### src/rtl/core_lsu_pkg.sv
// Shared encodings for the load/store unit: access sizes, FSM states, request record.
// Latency: n/a (types and constants only).
// Backpressure: n/a.
package core_lsu_pkg;

  // Access size encodings as decoded by the EXU; 2'b11 is reserved and behaves as word.
  localparam logic [1:0] LSU_SIZE_B = 2'b00;
  localparam logic [1:0] LSU_SIZE_H = 2'b01;
  localparam logic [1:0] LSU_SIZE_W = 2'b10;

  localparam int LSU_RSP_TIMEOUT_DEF = 255;

  typedef enum logic [1:0] {
    LSU_IDLE = 2'd0,
    LSU_REQ  = 2'd1,
    LSU_WAIT = 2'd2,
    LSU_DONE = 2'd3
  } lsu_state_t;

  // Fields of an accepted request that are still needed after the EXU moves on.
  typedef struct packed {
    logic       is_store;
    logic [1:0] size;
    logic       is_unsigned;
    logic [1:0] a;
    logic [4:0] rd;
  } lsu_req_t;

  // Timeout counter must be able to hold the value RSP_TIMEOUT itself.
  function automatic int lsu_tmo_cnt_w(input int rsp_timeout);
    return $clog2(rsp_timeout + 1);
  endfunction

endpackage

### src/rtl/core_lsu_align.sv
// Byte-lane steering for stores, lane extract + sign/zero extend for loads, misalign detect.
// Latency: purely combinational.
// Backpressure: none.
// Ports: size/is_unsigned/a select the access; wdata -> lane_wdata/wstrb (stores);
//        rdata -> load_data (loads); misalign flags half/word accesses off their natural boundary.
module core_lsu_align
  import core_lsu_pkg::*;
(
  input  logic [1:0]  size,
  input  logic        is_unsigned,
  input  logic [1:0]  a,
  input  logic [31:0] wdata,
  input  logic [31:0] rdata,
  output logic [31:0] lane_wdata,
  output logic [3:0]  wstrb,
  output logic [31:0] load_data,
  output logic        misalign
);

  logic [31:0] rd_byte_sh;
  logic [31:0] rd_half_sh;

  // Shift the addressed lane down to bit 0 before extending.
  assign rd_byte_sh = rdata >> {a, 3'b000};
  assign rd_half_sh = rdata >> {a[1], 4'b0000};

  always_comb begin
    lane_wdata = wdata;
    wstrb      = 4'b1111;
    load_data  = rdata;
    misalign   = 1'b0;
    case (size)
      LSU_SIZE_B: begin
        lane_wdata = {4{wdata[7:0]}};
        wstrb      = 4'b0001 << a;
        load_data  = {{24{rd_byte_sh[7] & ~is_unsigned}}, rd_byte_sh[7:0]};
      end
      LSU_SIZE_H: begin
        lane_wdata = {2{wdata[15:0]}};
        wstrb      = 4'b0011 << {a[1], 1'b0};
        load_data  = {{16{rd_half_sh[15] & ~is_unsigned}}, rd_half_sh[15:0]};
        misalign   = a[0];
      end
      default: begin
        // Word and the reserved encoding: data passes through untouched.
        misalign = (a != 2'b00);
      end
    endcase
  end

endmodule

### src/rtl/core_lsu.sv
// Load/store unit: one data-memory transaction at a time, lane-aligned store/load, fault flags.
// Latency: 3 cycles accept-to-done minimum (1 cycle for misaligned); response bounded by RSP_TIMEOUT.
// Backpressure: lsu_req_ready only in IDLE; dmem request held stable until dmem_req_ready.
// Ports: lsu_req_* from EXU; dmem_req_*/dmem_we/addr/wdata/wstrb to memory, dmem_rsp_* back;
//        lsu_done_* / lsu_misalign / lsu_bus_err to writeback, valid with the lsu_done pulse.
module core_lsu
  import core_lsu_pkg::*;
#(
  parameter int RSP_TIMEOUT = LSU_RSP_TIMEOUT_DEF
) (
  input  logic        clk,
  input  logic        rst,
  input  logic        lsu_req_valid,
  output logic        lsu_req_ready,
  input  logic        lsu_is_store,
  input  logic [1:0]  lsu_size,
  input  logic        lsu_unsigned,
  input  logic [31:0] lsu_addr,
  input  logic [31:0] lsu_wdata,
  input  logic [4:0]  lsu_rd,
  output logic        dmem_req_valid,
  input  logic        dmem_req_ready,
  output logic        dmem_we,
  output logic [31:0] dmem_addr,
  output logic [31:0] dmem_wdata,
  output logic [3:0]  dmem_wstrb,
  input  logic        dmem_rsp_valid,
  input  logic [31:0] dmem_rsp_rdata,
  output logic        lsu_done,
  output logic [4:0]  lsu_done_rd,
  output logic [31:0] lsu_done_data,
  output logic        lsu_done_wen,
  output logic        lsu_misalign,
  output logic        lsu_bus_err,
  output logic        lsu_busy
);

  localparam int CNT_W = lsu_tmo_cnt_w(RSP_TIMEOUT);

  lsu_state_t     state_q, state_d;
  lsu_req_t       req_q;
  logic [CNT_W-1:0] cnt_q;
  logic [CNT_W-1:0] cnt_inc;
  logic           tmo_hit;
  logic           in_idle;

  logic [1:0]     al_size;
  logic           al_unsigned;
  logic [1:0]     al_a;
  logic [31:0]    al_wdata;
  logic [3:0]     al_wstrb;
  logic [31:0]    al_load;
  logic           al_misalign;

  assign in_idle = (state_q == LSU_IDLE);

  // One align instance serves both directions: in IDLE it sees the live request
  // (store lanes, misalign check); afterwards it sees the latched request so the
  // response word is extracted with the original size/offset.
  assign al_size     = in_idle ? lsu_size     : req_q.size;
  assign al_unsigned = in_idle ? lsu_unsigned : req_q.is_unsigned;
  assign al_a        = in_idle ? lsu_addr[1:0] : req_q.a;

  core_lsu_align u_align (
    .size        (al_size),
    .is_unsigned (al_unsigned),
    .a           (al_a),
    .wdata       (lsu_wdata),
    .rdata       (dmem_rsp_rdata),
    .lane_wdata  (al_wdata),
    .wstrb       (al_wstrb),
    .load_data   (al_load),
    .misalign    (al_misalign)
  );

  // Counter holds the number of completed WAIT cycles; the cycle that would make
  // it reach RSP_TIMEOUT is the last one a response is still honoured in.
  assign cnt_inc = cnt_q + CNT_W'(1);
  assign tmo_hit = (cnt_inc == CNT_W'(RSP_TIMEOUT));

  always_ff @(posedge clk) begin
    if (rst) begin
      state_q <= LSU_IDLE;
    end else begin
      state_q <= state_d;
    end
  end

  always_comb begin
    state_d       = state_q;
    lsu_req_ready = 1'b0;
    lsu_done      = 1'b0;
    lsu_busy      = 1'b1;
    case (state_q)
      LSU_IDLE: begin
        lsu_req_ready = 1'b1;
        lsu_busy      = 1'b0;
        if (lsu_req_valid) begin
          state_d = al_misalign ? LSU_DONE : LSU_REQ;
        end
      end
      LSU_REQ: begin
        if (dmem_req_ready) begin
          state_d = LSU_WAIT;
        end
      end
      LSU_WAIT: begin
        if (dmem_rsp_valid || tmo_hit) begin
          state_d = LSU_DONE;
        end
      end
      LSU_DONE: begin
        lsu_done = 1'b1;
        state_d  = LSU_IDLE;
      end
      default: begin
        state_d = LSU_IDLE;
      end
    endcase
  end

  // Datapath registers: request latch, memory request, timeout counter, completion record.
  always_ff @(posedge clk) begin
    if (rst) begin
      req_q          <= '0;
      cnt_q          <= '0;
      dmem_req_valid <= 1'b0;
      dmem_we        <= 1'b0;
      dmem_addr      <= '0;
      dmem_wdata     <= '0;
      dmem_wstrb     <= '0;
      lsu_done_rd    <= '0;
      lsu_done_data  <= '0;
      lsu_done_wen   <= 1'b0;
      lsu_misalign   <= 1'b0;
      lsu_bus_err    <= 1'b0;
    end else begin
      case (state_q)
        LSU_IDLE: begin
          if (lsu_req_valid) begin
            req_q <= '{is_store:    lsu_is_store,
                       size:        lsu_size,
                       is_unsigned: lsu_unsigned,
                       a:           lsu_addr[1:0],
                       rd:          lsu_rd};
            if (al_misalign) begin
              lsu_done_rd   <= lsu_rd;
              lsu_done_data <= '0;
              lsu_done_wen  <= 1'b0;
              lsu_misalign  <= 1'b1;
              lsu_bus_err   <= 1'b0;
            end else begin
              dmem_req_valid <= 1'b1;
              dmem_we        <= lsu_is_store;
              dmem_addr      <= {lsu_addr[31:2], 2'b00};
              dmem_wdata     <= lsu_is_store ? al_wdata : 32'd0;
              dmem_wstrb     <= lsu_is_store ? al_wstrb : 4'b0000;
            end
          end
        end
        LSU_REQ: begin
          if (dmem_req_ready) begin
            dmem_req_valid <= 1'b0;
            cnt_q          <= '0;
          end
        end
        LSU_WAIT: begin
          if (dmem_rsp_valid) begin
            lsu_done_rd   <= req_q.rd;
            lsu_done_data <= req_q.is_store ? 32'd0 : al_load;
            lsu_done_wen  <= ~req_q.is_store & (req_q.rd != 5'd0);
            lsu_misalign  <= 1'b0;
            lsu_bus_err   <= 1'b0;
          end else if (tmo_hit) begin
            lsu_done_rd   <= req_q.rd;
            lsu_done_data <= '0;
            lsu_done_wen  <= 1'b0;
            lsu_misalign  <= 1'b0;
            lsu_bus_err   <= 1'b1;
          end else begin
            cnt_q <= cnt_inc;
          end
        end
        default: begin
        end
      endcase
    end
  end

endmodule

### config.mk
export PLATFORM = sky130hd
export DESIGN_NAME = core_lsu
export DESIGN_NICKNAME = d
export VERILOG_FILES = /design/src/rtl/core_lsu_pkg.sv /design/src/rtl/core_lsu_align.sv /design/src/rtl/core_lsu.sv
export SDC_FILE = /design/constraint.sdc
export NUM_CORES = 1
export LEC_CHECK = 0
export ABC_AREA = 1
export BUFFER_PORTS_ARGS = -buffer_cell sky130_fd_sc_hd__buf_4
export CORE_ASPECT_RATIO = 0.75
export CORE_MARGIN = 8
export CORE_UTILIZATION = 50
export DETAILED_ROUTE_END_ITERATION = 6
export PLACE_DENSITY = 0.85
export SETUP_SLACK_MARGIN = 0.4
export SYNTH_ARGS = -nofsm -noshare
export SYNTH_HDL_FRONTEND = slang
export SYNTH_SLANG_ARGS = --single-unit
### constraint.sdc
create_clock -name clk -period 2.8 [get_ports clk]
set_input_delay 0.56 -clock clk [delete_from_list [all_inputs] [get_ports clk]]
set_output_delay 0.56 -clock clk [all_outputs]
set_load 0.01 [all_outputs]
==> reports/qor.csv <==
metric,value,unit
drive_above_1_share,27.9,%
grt_max_degree,68,
dp_slack,0.134,ns
finClkSkew,0.00877,ns
critPathSlowestCell,dfxtp_2,
num_rows,35,
critPathKind,reg2reg,
port_buffers,220,
die_height,113,um
cpMostUsedCell,nor2_1,
antenna_found_initial,0,
post_synth.cell_area_avg,6.73,um2
number_of_global_route_vias_before_repair,6770,
fp.dieW,146,um
hold_class,in2reg,
insertion_delay,0.41,ns
synth_seq_area_share,40.9,%
min_from,lsu_addr[10],
yosys.cell_types.count,38,
synth.ff_latch_count,129,
finalWorstSetupSlack,0.527,ns
fillCellCount,989,
setup_viol,0,
grt_util_all_layers,24.6,%
detail_route.drc_violations,0,
number_of_search_and_repair_iterations_in_the_first_detailed_routing_pass,6,
run_status,finished clean,
place.detailed.hpwl,15.3,mm
path_cells,inv_1 -> ha_2 -> clkinv_4 -> nand2_1 -> o21ai_4 -> nand2_4 -> nand2_1 -> nand2_2 -> o21ai_4 -> inv_6 -> nand3_2 -> nor2_1 -> nor2_1 -> nor2_1,
die_area,16500,um2
reg2regPathDepth,14,
tritoncts_num_sinks,129,
timing.fmax,440,MHz
antenna_left,0,
tritoncts,built,
cp.required,3.14,ns
timing.critical_path.fanout_max,21,
worst_setup_path_start_kind,register,
inserted_diodes,0,
start_util,51.3,%
irDropWorstVdd,564,uV
r2r-start,state_q[0]$_SDFFE_PP0P_,
path_delay_family,simple AND/OR/NAND/NOR gates,
postSynthCellCount,938,
power_density,1040,nW/um2
boundaryPins,223,
num_vias,7166,
clock-root-buffer,clkbuf_16,
clkTransAtPathRegs,0.06,ns
startpoint,state_q[0]$_SDFFE_PP0P_,
clock_tree.htree_level_count,4,
worst-path-buf-inv,3,
globalRouteOverflowTotal,0,
drv_cap,0,
worst_slew_pin_slew,0.634,ns
drt_iter0_drc,673,
worst-path-stages,14,
final.min_clock_period,2.27,ns
whs_path_depth,3,
cts-root-to-sink-buffers,2,
timing.final.max_slew_violations,0,
worst_path_largest_cell_delay,0.33,ns
cts_made_buffers,17,
grt_first_pass_wirelength,33.4,mm
number_of_hold_slack_violations_in_the_final_timing_report,0,
coreArea,12300,um2
worst_slew_margin_rel,57.3,%
static-leakage-power,0.00413,uW
fin_tns_setup,0,ns
critPathCaptureType,register,
layout-area-overhead-vs-synth,40.1,%
grt_setup_unrepaired,yes,
drt_wl_total,21.8,mm
wl_per_cell,16.4,um
layout_worst_path_cycle_share,81.2,%
yosys_warnings,0,
mappedNetlistArea,6320,um2
avgViaCountPerCell,5.39,
layout.nets,1266,
gpl.final_weighted_congestion,0.898,
crit_arrival,2.62,ns
[area by class of cell]
class	count	area (um2)	share of cell area, %
repair buffers	243	1860	21.0
well taps	166	208	2.35
clock buffers	19	453	5.12
flip-flops and latches	129	2580	29.2
inverters	68	274	3.10
multi-input cells	691	3310	37.5
clock inverters	13	159	1.80
[stage by stage]
stage / power, uW / area [um2] / hold WS (ns) / instances / util, %
2_1_floorplan: 5230 / 6320 / 0.429 / 939 / -
3_3_place_gp: 6430 / 8030 / 0.440 / 1288 / 65.3
3_5_place_dp: 6510 / 8030 / 0.448 / 1288 / 65.3
4_1_cts: 8870 / 8660 / 0.357 / 1320 / 70.4
5_1_grt: 9740 / 8850 / 0.364 / 1329 / 71.9
6_report: 9170 / 8850 / 0.371 / 1329 / 71.9
[power breakdown]
group          internal (uW)  switching (uW)
logic                   1590            2830
clock network           1450             846
registers               2230             223
total                   5270            3900
[final timing paths]
check                              endpoint  slack (ns)
max          lsu_done_data[18]$_SDFFE_PP0P_        0.53
min              dmem_addr[10]$_SDFFE_PP0P_        0.37
min reg2reg           req_q[7]$_SDFFE_PP0P_        0.46
max reg2reg  lsu_done_data[18]$_SDFFE_PP0P_        0.53
[layout by cell type, fill, tap and decap left out, types with 5 or more instances in the layout]
| master | n |
|---|---|
| o22ai_1 | 5 |
| buf_6 | 5 |
| clkbuf_16 | 17 |
| a21boi_0 | 7 |
| nand2_2 | 6 |
| a21oi_1 | 73 |
| a21boi_1 | 10 |
| buf_4 | 237 |
| nand4_1 | 18 |
| nand2_1 | 216 |
| dfxtp_1 | 128 |
| inv_1 | 60 |
| o21a_1 | 5 |
| nand3_1 | 27 |
| or2_2 | 11 |
| o211ai_1 | 5 |
| nor2_1 | 191 |
| o21ai_0 | 77 |
[logic make-up after synthesis]
logic type	after synthesis	share of synthesized area (%)
AOI/OAI and AO/OA	193	17.0
xor gates and xnor gates	2	0.277
adders and majority gates	6	1.19
buffers and inverters	121	8.44
DFF	129	40.9
muxes	2	0.317
other	1	0.0594
and+or+nand+nor	484	31.8
[synthesized netlist by cell type, drive strengths merged]
library cell	number	share of area, %
nand2	227	14
nor2	194	12
dfxtp	129	41
o21ai	84	7.1
a21oi	74	5.9
inv	68	4.1
nand3	30	2.7
clkbuf	27	1.6
buf	26	2.7
nand4	19	2.1
a21boi	17	2.0
or2	11	1.1
ha	6	1.2
o21a	6	0.71
o211ai	5	0.59
o22ai	5	0.50
a211oi	2	0.24
mux2i	2	0.32
nand3b	2	0.24
xor2	2	0.28
conb	1	0.059
nor3	1	0.16
[flip-flops by register name, indices dropped and copies added (netlist names)]
| register | flops |
|---|---|
| lsu_bus_err | 1 |
| lsu_done_data | 32 |
| dmem_addr | 30 |
| lsu_misalign | 1 |
| state_q | 2 |
| dmem_wstrb | 4 |
| lsu_done_wen | 1 |
| dmem_wdata | 32 |
| cnt_q | 8 |
| dmem_we | 1 |
| dmem_req_valid | 1 |
| lsu_done_rd | 5 |
| req_q | 11 |
[worst reg2reg max path, stage by stage (launching register included)]
cell,delay [ns]
dfxtp_2,0.33
inv_1,0.09
ha_2,0.22
clkinv_4,0.14
nand2_1,0.15
o21ai_4,0.08
nand2_4,0.10
nand2_1,0.07
nand2_2,0.15
o21ai_4,0.09
inv_6,0.19
nand3_2,0.25
nor2_1,0.18
nor2_1,0.06
nor2_1,0.09
[routing by layer]
metal / vias up / track usage, % / wire, um
li1: 3431 / - / -
met3: 60 / 10.5 / 2930
met1: 3264 / 28.7 / 8310
met2: 411 / 40.2 / 10000
met4: 0 / 7.68 / 547
met5: - / 0 / 0
[timing repair]
| item | in CTS | in global routing |
|---|---|---|
| gates resized for setup | 6 | 27 |
| setup endpoints to repair | 100 | 105 |
| setup buffers | 0 | 7 |
| pin swaps | 0 | 5 |
| hold buffers | 0 | 0 |
| gates cloned | 0 | 2 |
Power figures use the tool's default switching activity.
